===== src/rtl/nic_seq_pkg.sv =====
// ============================================================================
// Module   : nic_seq_pkg
// Brief    : State encodings, default delays and helpers for the NIC power
//            sequencer.
// Revision : 1.0 - initial release
// ============================================================================
`default_nettype none

package nic_seq_pkg;

    typedef enum logic [3:0] {
        ST_IDLE          = 4'd0,
        ST_AUX_ON        = 4'd1,
        ST_AUX_MAIN_WAIT = 4'd2,
        ST_MAIN_ON       = 4'd3,
        ST_PERST_WAIT    = 4'd4,
        ST_RUN           = 4'd5,
        ST_DN_MAIN       = 4'd6,
        ST_DN_AUX        = 4'd7,
        ST_FAULT         = 4'd8
    } state_t;

    localparam logic [15:0] c_DEF_AUX_MAIN_DLY = 16'd100;
    localparam logic [15:0] c_DEF_PERST_DLY    = 16'd1000;
    localparam logic [15:0] c_DEF_PG_TIMEOUT   = 16'd5000;
    localparam logic [15:0] c_DEF_OFF_DLY      = 16'd100;

    // A zero-length wait would never produce an expire pulse, so clamp to 1.
    function automatic logic [15:0] f_dur(input logic [15:0] d);
        return (d == 16'd0) ? 16'd1 : d;
    endfunction

endpackage

`default_nettype wire


===== src/rtl/nic_seq_timer.sv =====
// ============================================================================
// Module   : nic_seq_timer
// Brief    : 16-bit saturating down-counter with load, enable and expire.
// Revision : 1.0 - initial release
// ============================================================================
`default_nettype none

module nic_seq_timer
    import nic_seq_pkg::*;
(
    input  logic        clk_in,
    input  logic        iRst_n,
    input  logic        i_load,
    input  logic [15:0] i_load_val,
    input  logic        i_en,
    output logic        o_expire
);

    logic [15:0] r_count;

    always_ff @(posedge clk_in or negedge iRst_n) begin
        if (!iRst_n) begin
            r_count <= 16'd0;
        end else if (i_load) begin
            r_count <= f_dur(i_load_val);
        end else if (i_en && (r_count != 16'd0)) begin
            r_count <= r_count - 16'd1;
        end
    end

    // Fires during the last cycle of the wait, so a wait of N spans N cycles.
    assign o_expire = i_en && (r_count == 16'd1);

endmodule

`default_nettype wire


===== src/rtl/nic_pwr_seq.sv =====
// ============================================================================
// Module   : nic_pwr_seq
// Brief    : NIC aux/main rail power sequencer with PERST# control and fault.
// Revision : 1.0 - initial release
// ============================================================================
`default_nettype none

module nic_pwr_seq
    import nic_seq_pkg::*;
#(
    parameter logic [15:0] AUX_MAIN_DLY = c_DEF_AUX_MAIN_DLY,
    parameter logic [15:0] PERST_DLY    = c_DEF_PERST_DLY,
    parameter logic [15:0] PG_TIMEOUT   = c_DEF_PG_TIMEOUT,
    parameter logic [15:0] OFF_DLY      = c_DEF_OFF_DLY
) (
    input  logic       clk_in,
    input  logic       iRst_n,
    input  logic       iPwrEn,
    input  logic       iPresent_n,
    input  logic       iAuxPg,
    input  logic       iMainPg,
    output logic       oAuxEn,
    output logic       oMainEn,
    output logic       oPerst_n,
    output logic       oPwrGood,
    output logic       oFault,
    output logic [3:0] oState
);

    logic [3:0]  r_sync1;
    logic [3:0]  r_sync2;
    state_t      r_state;
    state_t      w_next;
    logic        r_aux_en;
    logic        r_main_en;
    logic        r_perst_n;
    logic        r_pwr_good;
    logic        r_fault;
    logic        w_aux_en_nxt;
    logic        w_main_en_nxt;
    logic        w_abort;
    logic        w_tmr_en;
    logic        w_tmr_load;
    logic [15:0] w_load_val;
    logic        w_expire;
    logic        w_pwr_en;
    logic        w_present_n;
    logic        w_aux_pg;
    logic        w_main_pg;

    always_ff @(posedge clk_in or negedge iRst_n) begin
        if (!iRst_n) begin
            r_sync1 <= 4'd0;
            r_sync2 <= 4'd0;
        end else begin
            r_sync1 <= {iPwrEn, iPresent_n, iAuxPg, iMainPg};
            r_sync2 <= r_sync1;
        end
    end

    assign w_pwr_en    = r_sync2[3];
    assign w_present_n = r_sync2[2];
    assign w_aux_pg    = r_sync2[1];
    assign w_main_pg   = r_sync2[0];
    assign w_abort     = !w_pwr_en || w_present_n;

    assign w_tmr_en = (r_state == ST_AUX_ON)     || (r_state == ST_AUX_MAIN_WAIT) ||
                      (r_state == ST_MAIN_ON)    || (r_state == ST_PERST_WAIT)    ||
                      (r_state == ST_DN_MAIN)    || (r_state == ST_DN_AUX);
    assign w_tmr_load = (w_next != r_state);

    nic_seq_timer u_timer (
        .clk_in     (clk_in),
        .iRst_n     (iRst_n),
        .i_load     (w_tmr_load),
        .i_load_val (w_load_val),
        .i_en       (w_tmr_en),
        .o_expire   (w_expire)
    );

    // PG beats timeout in the ramp states; PG loss beats an off request in RUN.
    always_comb begin
        w_next = r_state;
        unique case (r_state)
            ST_IDLE:          if (w_pwr_en && !w_present_n) w_next = ST_AUX_ON;
            ST_AUX_ON:        if (w_abort)        w_next = ST_DN_MAIN;
                              else if (w_aux_pg)  w_next = ST_AUX_MAIN_WAIT;
                              else if (w_expire)  w_next = ST_FAULT;
            ST_AUX_MAIN_WAIT: if (w_abort)        w_next = ST_DN_MAIN;
                              else if (w_expire)  w_next = ST_MAIN_ON;
            ST_MAIN_ON:       if (w_abort)        w_next = ST_DN_MAIN;
                              else if (w_main_pg) w_next = ST_PERST_WAIT;
                              else if (w_expire)  w_next = ST_FAULT;
            ST_PERST_WAIT:    if (w_abort)        w_next = ST_DN_MAIN;
                              else if (w_expire)  w_next = ST_RUN;
            ST_RUN:           if (!w_aux_pg || !w_main_pg) w_next = ST_FAULT;
                              else if (w_abort)            w_next = ST_DN_MAIN;
            ST_DN_MAIN:       if (w_expire)       w_next = ST_DN_AUX;
            ST_DN_AUX:        if (w_expire)       w_next = ST_IDLE;
            ST_FAULT:         if (!w_pwr_en)      w_next = ST_IDLE;
            default:          w_next = ST_IDLE;
        endcase

        w_load_val = 16'd0;
        case (w_next)
            ST_AUX_ON, ST_MAIN_ON:  w_load_val = PG_TIMEOUT;
            ST_AUX_MAIN_WAIT:       w_load_val = AUX_MAIN_DLY;
            ST_PERST_WAIT:          w_load_val = PERST_DLY;
            ST_DN_MAIN, ST_DN_AUX:  w_load_val = OFF_DLY;
            default:                w_load_val = 16'd0;
        endcase

        // Power-down states hold whatever rails were actually on.
        w_aux_en_nxt  = 1'b0;
        w_main_en_nxt = 1'b0;
        case (w_next)
            ST_AUX_ON, ST_AUX_MAIN_WAIT: w_aux_en_nxt = 1'b1;
            ST_MAIN_ON, ST_PERST_WAIT, ST_RUN: begin
                w_aux_en_nxt  = 1'b1;
                w_main_en_nxt = 1'b1;
            end
            ST_DN_MAIN: begin
                w_aux_en_nxt  = r_aux_en;
                w_main_en_nxt = r_main_en;
            end
            ST_DN_AUX:  w_aux_en_nxt = r_aux_en;
            default: begin
                w_aux_en_nxt  = 1'b0;
                w_main_en_nxt = 1'b0;
            end
        endcase
    end

    always_ff @(posedge clk_in or negedge iRst_n) begin
        if (!iRst_n) begin
            r_state    <= ST_IDLE;
            r_aux_en   <= 1'b0;
            r_main_en  <= 1'b0;
            r_perst_n  <= 1'b0;
            r_pwr_good <= 1'b0;
            r_fault    <= 1'b0;
        end else begin
            r_state    <= w_next;
            r_aux_en   <= w_aux_en_nxt;
            r_main_en  <= w_main_en_nxt;
            r_perst_n  <= (w_next == ST_RUN);
            r_pwr_good <= (w_next == ST_RUN);
            r_fault    <= (w_next == ST_FAULT);
        end
    end

    assign oAuxEn   = r_aux_en;
    assign oMainEn  = r_main_en;
    assign oPerst_n = r_perst_n;
    assign oPwrGood = r_pwr_good;
    assign oFault   = r_fault;
    assign oState   = r_state;

endmodule

`default_nettype wire

===== config.mk =====
export PLATFORM = sky130hd
export DESIGN_NAME = nic_pwr_seq
export DESIGN_NICKNAME = d
export VERILOG_FILES = /design/src/rtl/nic_seq_pkg.sv /design/src/rtl/nic_seq_timer.sv /design/src/rtl/nic_pwr_seq.sv
export SDC_FILE = /design/constraint.sdc
export NUM_CORES = 1
export LEC_CHECK = 0
export ABC_AREA = 1
export CAP_MARGIN = 0
export CELL_PAD_IN_SITES_DETAIL_PLACEMENT = 0
export CELL_PAD_IN_SITES_GLOBAL_PLACEMENT = 1
export CORE_ASPECT_RATIO = 1.2
export CORE_MARGIN = 2
export CORE_UTILIZATION = 28
export CTS_BUF_LIST = sky130_fd_sc_hd__clkbuf_4 sky130_fd_sc_hd__clkbuf_8
export DETAILED_ROUTE_END_ITERATION = 7
export PLACE_DENSITY_LB_ADDON = 0.08
export SYNTH_ARGS = -nofsm -noshare
export SYNTH_HDL_FRONTEND = slang
export SYNTH_HIERARCHICAL = 1
export SYNTH_SLANG_ARGS = --single-unit

===== constraint.sdc =====
create_clock -name clk_in -period 4.9 [get_ports clk_in]
set_input_delay 0.49 -clock clk_in [delete_from_list [all_inputs] [get_ports clk_in]]
set_output_delay 0.49 -clock clk_in [all_outputs]
set_load 0.03 [all_outputs]

==> impl_metrics.toml <==
[power]
cellPowerDensity_nw_per_um2 = 663
clock_power_share_pct = 12.5
power_frac_seq_pct = 26.1
p_comb_share_pct = 61.5
leakage_nw = 1.34
swShare_pct = 52.1
vdd_ir_drop_max_v = 0.000247
internal_power_mw = 0.867
p_sw_mw = 0.943

[synth]
synth_seq_cells = 32
synth_flop_cell = "dfrtp_1"
yosysWarnings = 6
synth_edf_count = 0
netlist_area_sq_um = 2350
synth_cell_types = 35
yosysSeqAreaShare_pct = 34.1
syn_area_per_cell_sq_um = 6.70
async_flop_share_pct = 100
syn_inst = 350

[global_route]
grt_max_degree = 33
antenna_found_initial = 0
grt_pass1_vias = 2246
overflow = 0
gr-usage-all-layers_pct = 15.0
grt_pass1_wl_mm = 10.8

[routing]
drcViolationCount = 0
postRouteWirelength_mm = 6.31
dr.pass1.iters = 4
detail_route.wl_per_cell_um = 12.8
vias_per_cell = 4.43
drtIter0Drc = 82
dr_total_vias = 2187
ant_nets = 0

[setup_path]
worstSetupEndpointType = "register"
crit_chain = "nor2_1 > inv_1 > o21ai_0 > a21oi_1 > nand3_1 > nor4_1 > inv_1 > nand2_1 > nand2_1 > nand2_1 > nand2_2 > nor2_4 > nand2_4 > nand2_1 > nand2_1 > nor2_1 > nand3_1 > buf_4 > inv_2 > nand3_1 > inv_1 > nand2_1 > nand3_1"
worstSetupPathType = "register to register"
cp_max_fo = 30
path_common_cell = "nand2_1"
worstPathArrival_ns = 4.34
start_kind = "register"
slowest_delay_ns = 0.57
crit_buf_inv = 5
required_ns = 5.11
path_delay_family = "simple AND/OR/NAND/NOR gates"
crit_slowest_cell = "dfrtp_1"

[clock_network]
clkSinkCount = 32
clockRootBuffer = "clkbuf_8"
hold_buffers = 0
path_clk_slew_ns = 0.07
cts_setup_buffers = 0
cts_tree = "yes"
cts_max_path_buffers = 2
htree_levels = 2
cts-buffers-inserted = 5
clk_latency_ns = 0.28
cts_resized = 0

[floorplanning]
die_area_sq_um = 9130
die_w_um = 87.6
fp-row-count = 36
start_util_pct = 28.8
coreArea_sq_um = 8150
num_io_pins = 15
die_h_um = 104

[layout]
syn2layout_area_growth_pct = 16.4
fin_util_pct = 33.5
mostFrequentLayoutCells = "nand2_1 (115), nand3_1 (47), nor2_1 (42)"
diodes = 0
drive_gt1_share_pct = 14.5
fillers = 911
nets = 387
layout_commonest_cell = "nand2_1"

[sta]
maxSlewHeadroom_pct = 48.1
tightest_slew_ns = 0.779
fin_setup_tns_ns = 0
slew_viol_final = 0
hold_viol = 0
min_period_ns = 4.13
fin_worst_skew_ns = 0.0111
rsz0062_at_grt = "false"
setup_viol = 0
max_freq_ghz = 0.242
finalCritPeriodShare_pct = 84.3

[place]
port_buffers = 14
gp_congestion = 0.842
dp_hpwl_mm = 4.79

[hold_path]
holdCritPathClass = "input pin to asynchronous set/reset pin"

[status]
run_status = "completed"

[run]
maxCapViolCount = 0
[power by group through the flow]
stage / combinational [mW] / sequential [mW] / clock, mW
after floorplan: 0.858 / 0.477 / 0
after global placement: 1.13 / 0.479 / 0
after detailed placement: 1.12 / 0.479 / 0
after CTS: 1.13 / 0.474 / 0.238
after global routing: 1.30 / 0.490 / 0.247
final: 1.11 / 0.472 / 0.225
[worst register-to-register path: cells and delay by family, from the launching register on]
kind | cells | cell delay [ns]
compound gates | 2 | 0.50
buf+inv | 5 | 1.08
flops | 1 | 0.57
simple gates | 16 | 1.93
[per-stage QoR]
step                      total power [mW]  std cells  hold slack [ns]  setup slack, ns  instance area [sq um]
final                                 1.81        494            0.278            0.769                   2730
after global routing                  2.03        494            0.335            0.183                   2730
after CTS                             1.84        494            0.308            0.759                   2730
after detailed placement              1.60        486            0.336            0.809                   2630
after global placement                1.61        486            0.333             1.02                   2630
after floorplan                       1.33        365            0.194             1.46                   2400
[worst paths after layout]
kind	startpoint	to	slack [ns]	cells past startpoint
hold / removal	iRst_n	u_timer/r_count[3]	0.28	1
min in group clk_in	r_sync1[1]	r_sync2[1]	0.35	0
max in group asynchronous	iRst_n	r_sync1[1]	4.11	1
setup reg to reg	oState[1]	u_timer/r_count[10]	0.77	23
hold reg to reg	r_sync1[1]	r_sync2[1]	0.35	0
setup / recovery	oState[1]	u_timer/r_count[10]	0.77	23
[synthesized netlist by cell type, drive strengths merged (2+ instances only)]
cell	count	area [sq um]
inv	35	131
nand3b	6	45.0
o21ai	13	76.3
nand2	128	533
nand3	50	265
nor2	57	277
buf	6	46.3
a21oi	5	32.5
o21bai	2	15.0
nand4	2	12.5
clkbuf	2	7.51
dfrtp	32	801
ha	2	25.0
[per-layer routing]
layer | share of wire, % | GRT usage, % | vias to the layer above | wire length, um
li1 | - | - | 1145 | -
met1 | 45 | 17.8 | 1012 | 2830
met2 | 52 | 27.2 | 23 | 3270
met3 | 1.9 | 2.70 | 7 | 121
met4 | 1.4 | 4.07 | 0 | 87
met5 | 0 | 0 | - | 0
[sequential cells by signal (all words and copies together), names as in the netlist]
signal           flops
oState               4
oFault               1
r_sync1              4
r_sync2              4
oPwrGood             1
oMainEn              1
u_timer/r_count     16
oAuxEn               1
[area by class of cell]
class / instances / area (sq um) / area share, %
tap: 114 / 143 / 5.22
timing repair buffer: 15 / 143 / 5.22
sequential: 32 / 801 / 29.3
multi-input combinational: 290 / 1420 / 51.9
clock buffer: 8 / 97.6 / 3.57
inverter: 35 / 131 / 4.81
[kinds of logic (layout without fill, tap and decap cells)]
kind of cell	Yosys count	in the layout	synth area share, %
AOI/OAI and AO/OA	23	23	6.72
xor gates and xnor gates	2	2	0.747
adders and majority gates	2	2	1.07
buffers and inverters	43	58	7.89
DFF	32	32	34.1
other	1	16	0.160
and+or+nand+nor	247	247	49.3
No activity file was read; power rests on OpenSTA's default activity.
